**config.mk**
```make
export PLATFORM = sky130hd
export DESIGN_NAME = synarray_scheduler
export DESIGN_NICKNAME = d
export VERILOG_FILES = /design/src/rtl/synarray_pkg.sv /design/src/rtl/synarray_starve_guard.sv /design/src/rtl/synarray_scheduler.sv
export SDC_FILE = /design/constraint.sdc
export NUM_CORES = 1
export LEC_CHECK = 0
export CAP_MARGIN = 15
export CORE_MARGIN = 2
export CORE_UTILIZATION = 31
export CTS_CLUSTER_DIAMETER = 120
export CTS_CLUSTER_SIZE = 40
export DETAILED_ROUTE_END_ITERATION = 8
export PLACE_DENSITY = 0.87
export SLEW_MARGIN = 15
export SYNTH_ARGS = -nofsm -noshare
export SYNTH_HDL_FRONTEND = slang
export SYNTH_SLANG_ARGS = --single-unit
```
**constraint.sdc**
```tcl
create_clock -name CLK -period 2.76 [get_ports CLK]
set_clock_uncertainty 0.1 [all_clocks]
set_input_delay 0.552 -clock CLK [delete_from_list [all_inputs] [get_ports CLK]]
set_output_delay 0.552 -clock CLK [all_outputs]
set_load 0.005 [all_outputs]
```
**src/rtl/synarray_pkg.sv**
```systemverilog
// rtl/synarray_pkg.sv - shared sizing constants and FSM state type for the synapse array scheduler
//
// Purpose : default neuron count and the widths derived from it, plus the
//           scheduler state encoding.
// Ports   : none (package).
package synarray_pkg;

    localparam int N          = 256;
    localparam int ROW_WORDS  = N / 8;
    localparam int ADDR_W     = $clog2(N * N / 8);
    localparam int IDX_W      = $clog2(N);
    localparam int WORD_IDX_W = $clog2(ROW_WORDS);

    typedef enum logic [1:0] {
        IDLE  = 2'd0,
        SCAN  = 2'd1,
        DRAIN = 2'd2
    } state_t;

endpackage

```
**src/rtl/synarray_starve_guard.sv**
```systemverilog
// rtl/synarray_starve_guard.sv - bus starvation counter forcing a grant after a bounded wait
//
// Purpose : counts consecutive cycles in which a bus request is pending but
//           not granted; force_grant rises on the last allowed wait cycle so
//           the request is granted there.
// Ports   : CLK, RST         clock, asynchronous active-high reset
//           req              bus request pending
//           gnt              bus request granted this cycle
//           force_grant      wait budget exhausted, grant must be given now
module synarray_starve_guard
    import synarray_pkg::*;
#(
    parameter int BUS_MAX_WAIT = 4
) (
    input  logic CLK,
    input  logic RST,
    input  logic req,
    input  logic gnt,
    output logic force_grant
);

    localparam int WAIT_W = (BUS_MAX_WAIT > 1) ? $clog2(BUS_MAX_WAIT) : 1;

    logic [WAIT_W-1:0] wait_cnt;

    // The counter never exceeds BUS_MAX_WAIT-1: at that value force_grant
    // makes the owner grant, which clears it.
    always_ff @(posedge CLK or posedge RST) begin
        if (RST) begin
            wait_cnt <= '0;
        end else if (!req || gnt) begin
            wait_cnt <= '0;
        end else begin
            wait_cnt <= wait_cnt + 1'b1;
        end
    end

    assign force_grant = (wait_cnt == WAIT_W'(BUS_MAX_WAIT - 1));

endmodule

```
**src/rtl/synarray_scheduler.sv**
```systemverilog
// rtl/synarray_scheduler.sv - row scan scheduler sharing a synapse SRAM with an OBI bus port
//
// Purpose : on a neuron event, reads the N/8 weight words of the event's row
//           from the synapse SRAM and streams them out; an OBI slave port
//           shares the SRAM and is starved for at most BUS_MAX_WAIT cycles.
// Ports   : CLK, RST                        clock, asynchronous active-high reset
//           evt_valid_i/evt_idx_i/evt_ready_o  event handshake and row index
//           syn_word_valid_o/idx_o/syn_word_o  returned weight words
//           evt_done_o                      one-cycle pulse at end of row scan
//           bus_*                           OBI slave port into the SRAM
//           sram_*                          single-port SRAM master
//           busy_o                          scheduler not idle
module synarray_scheduler
    import synarray_pkg::state_t;
    import synarray_pkg::IDLE;
    import synarray_pkg::SCAN;
    import synarray_pkg::DRAIN;
#(
    parameter  int N            = 256,
    parameter  int BUS_MAX_WAIT = 4,
    localparam int ROW_WORDS    = N / 8,
    localparam int ADDR_W       = $clog2(N * N / 8),
    localparam int IDX_W        = $clog2(N),
    localparam int WORD_IDX_W   = $clog2(N / 8)
) (
    input  logic                  CLK,
    input  logic                  RST,

    input  logic                  evt_valid_i,
    input  logic [IDX_W-1:0]      evt_idx_i,
    output logic                  evt_ready_o,

    output logic                  syn_word_valid_o,
    output logic [WORD_IDX_W-1:0] syn_word_idx_o,
    output logic [31:0]           syn_word_o,
    output logic                  evt_done_o,

    input  logic                  bus_req_i,
    input  logic                  bus_we_i,
    input  logic [ADDR_W-1:0]     bus_addr_i,
    input  logic [31:0]           bus_wdata_i,
    output logic                  bus_gnt_o,
    output logic                  bus_rvalid_o,
    output logic [31:0]           bus_rdata_o,

    output logic                  sram_cs_o,
    output logic                  sram_we_o,
    output logic [ADDR_W-1:0]     sram_addr_o,
    output logic [31:0]           sram_wdata_o,
    input  logic [31:0]           sram_rdata_i,

    output logic                  busy_o
);

    state_t                  state;
    logic [IDX_W-1:0]        idx;
    logic [WORD_IDX_W-1:0]   cnt;
    logic                    force_grant;
    logic                    gnt;
    logic                    issue;

    synarray_starve_guard #(
        .BUS_MAX_WAIT (BUS_MAX_WAIT)
    ) u_starve_guard (
        .CLK         (CLK),
        .RST         (RST),
        .req         (bus_req_i),
        .gnt         (gnt),
        .force_grant (force_grant)
    );

    // Outside a scan the bus owns the SRAM; during a scan it only wins once
    // its wait budget is used up, and that cycle steals the scan's slot.
    assign gnt         = bus_req_i && ((state != SCAN) || force_grant);
    assign issue       = (state == SCAN) && !gnt;
    assign bus_gnt_o   = gnt;
    assign evt_ready_o = (state == IDLE);

    always_comb begin
        sram_cs_o    = 1'b0;
        sram_we_o    = 1'b0;
        sram_addr_o  = '0;
        sram_wdata_o = '0;
        if (gnt) begin
            sram_cs_o    = 1'b1;
            sram_we_o    = bus_we_i;
            sram_addr_o  = bus_addr_i;
            sram_wdata_o = bus_wdata_i;
        end else if (issue) begin
            sram_cs_o   = 1'b1;
            sram_addr_o = {idx, cnt};
        end
    end

    always_ff @(posedge CLK or posedge RST) begin
        if (RST) begin
            state      <= IDLE;
            idx        <= '0;
            cnt        <= '0;
            evt_done_o <= 1'b0;
            busy_o     <= 1'b0;
        end else begin
            evt_done_o <= 1'b0;
            case (state)
                IDLE: begin
                    if (evt_valid_i) begin
                        idx    <= evt_idx_i;
                        cnt    <= '0;
                        state  <= SCAN;
                        busy_o <= 1'b1;
                    end
                end
                SCAN: begin
                    if (issue) begin
                        // Natural wrap of cnt brings it back to 0 after the last word.
                        cnt <= cnt + 1'b1;
                        if (cnt == WORD_IDX_W'(ROW_WORDS - 1)) begin
                            state      <= DRAIN;
                            evt_done_o <= 1'b1;
                        end
                    end
                end
                DRAIN: begin
                    state  <= IDLE;
                    busy_o <= 1'b0;
                end
                default: begin
                    state  <= IDLE;
                    busy_o <= 1'b0;
                end
            endcase
        end
    end

    // SRAM read data arrives one cycle after the access, so the tags that
    // describe it are delayed by one register stage.
    always_ff @(posedge CLK or posedge RST) begin
        if (RST) begin
            syn_word_valid_o <= 1'b0;
            syn_word_idx_o   <= '0;
            bus_rvalid_o     <= 1'b0;
        end else begin
            syn_word_valid_o <= issue;
            syn_word_idx_o   <= cnt;
            bus_rvalid_o     <= gnt;
        end
    end

    assign syn_word_o  = sram_rdata_i;
    assign bus_rdata_o = sram_rdata_i;

endmodule

```
==> flow_summary.toml, run 1 <==
[logic_synthesis]
netlist_area_um2 = 1960
async_flop_share_pct = 100
synth.distinct_cells = 29
syn_inst = 214
synthesis.nets = 307
synthFlopType = "dfrtp_1"
synth_edf_count = 0
synth.yosys.seq_area_share_pct = 33.1
yosysTopAreaCellShare_pct = 33.1
synth_top_cells_by_count = "buf_4 (64), and2_1 (33), dfrtp_1 (26)"
synth.largest_area_cell = "dfrtp_1"
yosys.cell_count.top_type = "buf_4"
yosys_warnings = 0
yosys_register_bits = 26
avgSynthCellArea_um2 = 9.17
netlist_top_cells_area = "dfrtp_1 (33%), buf_4 (24%), and2_1 (11%)"

[worst_setup_path]
r2r_end = "idx[3]"
cp_slowest_stage_delay_ps = 450
timing.reg2reg.setup_slack_ps = 1120
cp-start-kind = "register"
endpoint_kind = "primary output"
crit_chain = "ha_4, o21a_4, bufbuf_16, and2_1, clkdlybuf4s50_1"
worst-setup-path-type = "reg -> out"
critical_path_arrival_ps = 2020
worst_path_max_delay_cell = "clkdlybuf4s50_1"
cp.required_ps = 2110
regToRegStartpoint = "state[0]"
reg2reg_depth = 3
crit_fanout = 6

[power]
ir_worst_vdd_uv = 505
p_per_area_nw_per_um2 = 863
power_leakage_nw = 1.32
power_mw = 2.54

[die]
die_y_um = 83.6
chipWidth_um = 83.6
initial_core_util_pct = 32.6
io_pins = 212
die_area_um2 = 6990
placementRows = 28
core_um2 = 6030

[clock_tree]
numCtsBuffers = 3
cts_tree = "yes"
cts_max_level = 1
clockRootBuffer = "clkbuf_8"
path_clk_slew_ps = 90
clk_latency_ps = 270
clk_path_buf_depth = 2
numClockSinks = 26

[job]
timing.max_cap.violations = 0

[min_path]
min-delay-start = "cnt[4]"
min_path_type = "reg -> reg"
whs_endpoint = "syn_word_idx_o[4]"
hold_depth = 0

[run_status]
status = "finished clean"

[grt]
grt_pass1_vias = 1619
grt_max_degree = 27
grt_usage_pct = 13.6
overflow = 0
antenna_found_initial = 0
grt_pass1_wl_um = 7820

[timing]
period_minus_slack_ps = 2670
holdWs_ps = 329
tightest_slew_ps = 502
postLayoutSetupSlackWorst_ps = 87.3
slew_headroom_pct = 66.3
clock.fmax_mhz = 374
period_share_pct = 96.8
rsz0062_at_grt = "false"
finalSetupViolCount = 0
hold_viol = 0
slew_viol_final = 0

[route]
route.detailed.drc = 0
drt_first_pass_iters = 5
wl_um = 5130
vias = 1566
ant_nets = 0
routed_via_density = 4.53
detail_route.wl_per_cell_um = 14.8
drt_iter0_drc = 29

[final_layout]
layout-area-overhead-vs-synth_pct = 49.6
drive_gt1_share_pct = 12.2
n_antenna_cell = 0
num-nets-final = 365

[placement]
hpwl_um = 3950
place.gp.congestion = 0.868
portBuffers = 115
dp_slack_ps = -92.8
==> metrics by stage <==
| stage | utilization (%) | TNS, ps | cells | cell area, um^2 |
|---|---|---|---|---|
| detailed placement | 45.5 | -816 | 339 | 2740 |
| CTS | 48.1 | 0 | 346 | 2900 |
| global route | 48.7 | 0 | 346 | 2940 |
| global placement | 45.5 | -578 | 339 | 2740 |
| finish | 48.7 | 0 | 346 | 2940 |
| floorplan | - | 0 | 214 | 1960 |
==> routing by layer <==
metal	share of wire, %	track usage, %	wire length (um)
met5	0	0	0
met4	3.1	5.87	161
met3	9.3	3.56	479
met2	50	24.5	2580
met1	37	14.8	1900
==> worst max-delay path by stage <==
stage	from	end	slack, ps	cells after the start
6_report	u_starve_guard.wait_cnt[0]	sram_wdata_o[11]	90	5
5_1_grt	u_starve_guard.wait_cnt[0]	sram_wdata_o[3]	9	5
4_1_cts	u_starve_guard.wait_cnt[0]	sram_addr_o[7]	10	5
3_5_place_dp	bus_req_i	sram_addr_o[12]	-90	5
3_3_place_gp	bus_req_i	sram_addr_o[12]	-80	5
2_1_floorplan	state[1]	sram_addr_o[10]	800	6
==> cell type report <==
type,instances,area (um^2)
Sequential cell,26,653
Clock buffer,3,41.3
Timing Repair Buffer,125,1300
Tap cell,75,93.8
Multi-Input combinational cell,101,758
Clock inverter,1,30.0
Fill cell,556,3090
Inverter,15,56.3
==> kinds of logic (layout without fill, tap and decap cells) <==
family | after synthesis | after routing | synth area share (%)
AOI/OAI and AO/OA | 11 | 11 | 3.44
adders and majority gates | 3 | 3 | 1.91
buffers and inverters | 87 | 144 | 30.3
DFF | 26 | 26 | 33.1
muxes | 22 | 22 | 12.3
and+or+nand+nor | 65 | 65 | 18.9
==> sequential cells by signal, indices dropped and copies added, names as in the netlist <==
signal                   count
idx                          8
cnt                          5
syn_word_idx_o               5
state                        2
u_starve_guard.wait_cnt      2
bus_rvalid_o                 1
busy_o                       1
evt_done_o                   1
syn_word_valid_o             1
==> power by group <==
group	internal, mW	leakage [nW]	switching (mW)	total (mW)
logic	1.02	0.973	0.543	1.56
registers	0.549	0.311	0.117	0.666
clock network	0.194	0.0357	0.114	0.308
total	1.76	1.32	0.774	2.54
==> placed cells by master, fill, tap and decap left out, drive strengths merged, types with 3 or more instances in the layout <==
| master | instances |
|---|---|
| o21ai | 3 |
| mux2i | 11 |
| nand2 | 11 |
| ha | 3 |
| nor2 | 5 |
| dlymetal6s2s | 5 |
| buf | 8 |
| and2 | 33 |
| dfrtp | 26 |
| and3 | 4 |
| clkbuf | 3 |
| nand2b | 3 |
| clkdlybuf4s50 | 109 |
| mux2 | 11 |
| a21oi | 3 |
| inv | 15 |
==> what timing repair did <==
action,CTS,global route
resized for setup,6,9
hold buffers,0,0
setup endpoints to repair,31,19
setup buffers,1,0
gates cloned,2,0
hold endpoints to repair,0,0
==> worst max-delay path: cells and delay by family (launching register included) <==
kind / cells / cell delay [ps]
AOI/OAI and AO/OA: 1 / 250
DFF: 1 / 420
buffers and inverters: 2 / 730
and+or+nand+nor: 1 / 150
adders and majority gates: 1 / 200
No activity file was read; power rests on OpenSTA's default activity.
==> run 2, diff against run 1 <==
--- a/config.mk
+++ b/config.mk
@@ -16,3 +16,4 @@
 export SYNTH_ARGS = -nofsm -noshare
 export SYNTH_HDL_FRONTEND = slang
 export SYNTH_SLANG_ARGS = --single-unit
+export TNS_END_PERCENT = 30
==> results of run 2 <==
No change in the layout: final DEF, timing and power equal those of run 1.
==> edit (config.mk and constraints of run 1) <==
`BUS_MAX_WAIT` is set to 4 in 2 places; all go to 8.
--- a/src/rtl/synarray_starve_guard.sv
+++ b/src/rtl/synarray_starve_guard.sv
@@ -11,5 +11,5 @@
     import synarray_pkg::*;
 #(
-    parameter int BUS_MAX_WAIT = 4
+    parameter int BUS_MAX_WAIT = 8
 ) (
     input  logic CLK,
--- a/src/rtl/synarray_scheduler.sv
+++ b/src/rtl/synarray_scheduler.sv
@@ -18,5 +18,5 @@
 #(
     parameter  int N            = 256,
-    parameter  int BUS_MAX_WAIT = 4,
+    parameter  int BUS_MAX_WAIT = 8,
     localparam int ROW_WORDS    = N / 8,
     localparam int ADDR_W       = $clog2(N * N / 8),
Check against the original RTL: not equivalent (a bounded check fails within 10 cycles, from zero or initial values and one cycle with RST high).
==> edit against run 1 <==
- clock power fell by 27%
- sequential cell count rose by 1
- area after synthesis rose by 4.7%
- global-route usage rose by 0.18 points
- power fell by 26%
- setup slack got worse by 29 ps
- fmax fell by 1.1%
- first-iteration DRC count rose by 130%
- count of clock-buffer cells in the layout did not move
- routed wire length fell by 0.43%
- synthesized cell count rose by 1.4%
- design area rose by 0.64%
- critical endpoint is now sram_addr_o[3]
==> edit: results (changes against run 1) <==
| Metric | Value |
|---|---|
| Status | `finished, final reports clean (unchanged)` |
| DR WL/cell | `14.38 um (was 14.82 um)` |
| Initial DRC Count | `67 (was 29)` |
| Detailed Routing Iterations Pass 1 | `4 (was 5)` |
| Clock power frac | `11.9% (was 12.1%)` |
| Adder-cell share of the synthesized area | `2.435% (was 1.912%)` |
| Top_reg_cell synth | `dfrtp_1 (unchanged)` |
| Hpwl dp | `3983 um (was 3954 um)` |
| Largest net degree at the start of global routing | `36 (was 27)` |
| IO Port Bufs | `115 (unchanged)` |
| Crit path largest cell delay | `400 ps (was 450 ps)` |
| Sw Ratio | `31.07% (was 30.51%)` |
| Global-route wire length before repair | `8045 um (was 7824 um)` |
| Slowest CP cell | `dfrtp_1 (was clkdlybuf4s50_1)` |
| Register area share after synthesis | `32.87% (was 33.14%)` |
| Fill cells | `596 (was 556)` |
| Total global-route track usage | `13.74% (was 13.55%)` |
| Max reg flops | `8 (unchanged)` |
| Syn_nets | `311 (was 307)` |
| Ant diodes | `0 (unchanged)` |
| Longest Clk Path Bufs | `2 (unchanged)` |
| Gpl congestion | `0.7471 (was 0.8679)` |
| Crit path max-delay family | `buffers and inverters (unchanged)` |
| Ratio of cells with drive above 1 in the final layout | `15.47% (was 12.18%)` |
| Drt via density | `4.473 (was 4.526)` |
| Leakage | `1.470 nW (was 1.321 nW)` |
| Biggest regs | `idx (8), cnt (5), syn_word_idx_o (5) (unchanged)` |
| Syn_area_per_cell | `9.473 um^2 (was 9.174 um^2)` |
| Worst hold path type | `reg2reg (unchanged)` |
| Yosys cell types | `26 (was 29)` |
| Multiplexer area fraction after synthesis | `11.32% (was 12.30%)` |
| Most instantiated cells after synthesis | `buf_4 (64), dfrtp_1 (27), and2_1 (26) (was buf_4 (64), and2_1 (33), dfrtp_1 (26))` |
| Final std cells w/o fill | `355 (was 346)` |
| Power Combinational | `997 uW (was 1.56 mW)` |
| Clk_lat worst skew | `270 ps (about the same)` |
| Slew HR | `76.59% (was 66.28%)` |
| WP data arrival | `2050 ps (was 2020 ps)` |
| Final net count | `373 (was 365)` |
| Num CTS Buffers | `3 (unchanged)` |
| Inst Count DP | `343 (was 339)` |
| Max Fanout on Critical Path | `10 (was 6)` |
| Compound-Gate Fraction of Synth Area | `3.469% (was 3.442%)` |
| Vias in the first global route | `1607 (was 1619)` |
| Peak supply drop | `0.3617 mV (was 0.5051 mV)` |
| Top post-synthesis cells by area | `dfrtp_1 (33%), buf_4 (23%), and2_1 (7.9%) (was dfrtp_1 (33%), buf_4 (24%), and2_1 (11%))` |
[edit: through the flow]
| step | instance area (um^2) | util [%] | TNS [ps] | setup WS [ps] | power (mW) |
|---|---|---|---|---|---|
| after CTS | 2893 | 45.30 | 0 | 0.3693 | 1.896 |
| after detailed placement | 2809 | 43.99 | -1.188 | -1.188 | 1.687 |
| final | 2955 | 46.28 | 0 | 58.62 | 1.880 |
| after floorplan | 2056 | - | 0 | 608.2 | 1.185 |
| after global placement | 2809 | 43.99 | 0 | 17.03 | 1.655 |
| after global routing | 2955 | 46.28 | -67.27 | -23.53 | 2.029 |
[edit: per-layer routing]
metal | GRT usage, % | up-vias | part of all wire (%) | wire [um]
li1 | - | 751 | - | -
met1 | 17.13 | 739 | 38 | 1916
met2 | 23.22 | 80 | 53 | 2699
met3 | 3.405 | 18 | 7.7 | 392
met4 | 4.473 | 0 | 1.9 | 95
met5 | 0 | - | 0 | 0
[edit: repair_timing]
item                                    in CTS  in global routing
hold endpoints to repair                     0                  0
endpoints found under the setup margin      46                 39
pin swaps                                    1                  1
gates resized for setup                     14                  9
setup buffers                                3                  5
[edit: path summary, 6_finish.rpt]
| check | start | to | slack, ps | cells after the start |
|---|---|---|---|---|
| max | u_starve_guard.wait_cnt[0] | sram_addr_o[3] | 60 | 7 |
| min | cnt[3] | syn_word_idx_o[3] | 350 | 0 |
| max reg2reg | cnt[0] | cnt[4] | 1110 | 5 |
| min reg2reg | cnt[3] | syn_word_idx_o[3] | 350 | 0 |
| max in group asynchronous | RST | idx[5] | 1750 | 3 |
| min in group asynchronous | RST | syn_word_idx_o[2] | 550 | 3 |
[edit: final cells by class]
cell class	count	share of cell area, %
multi-input combinational	103	26.63
inverter	15	2.329
clock buffer	3	1.397
clock inverter	1	0.1693
timing repair buffer	129	43.35
sequential	27	22.86
tap	77	3.260
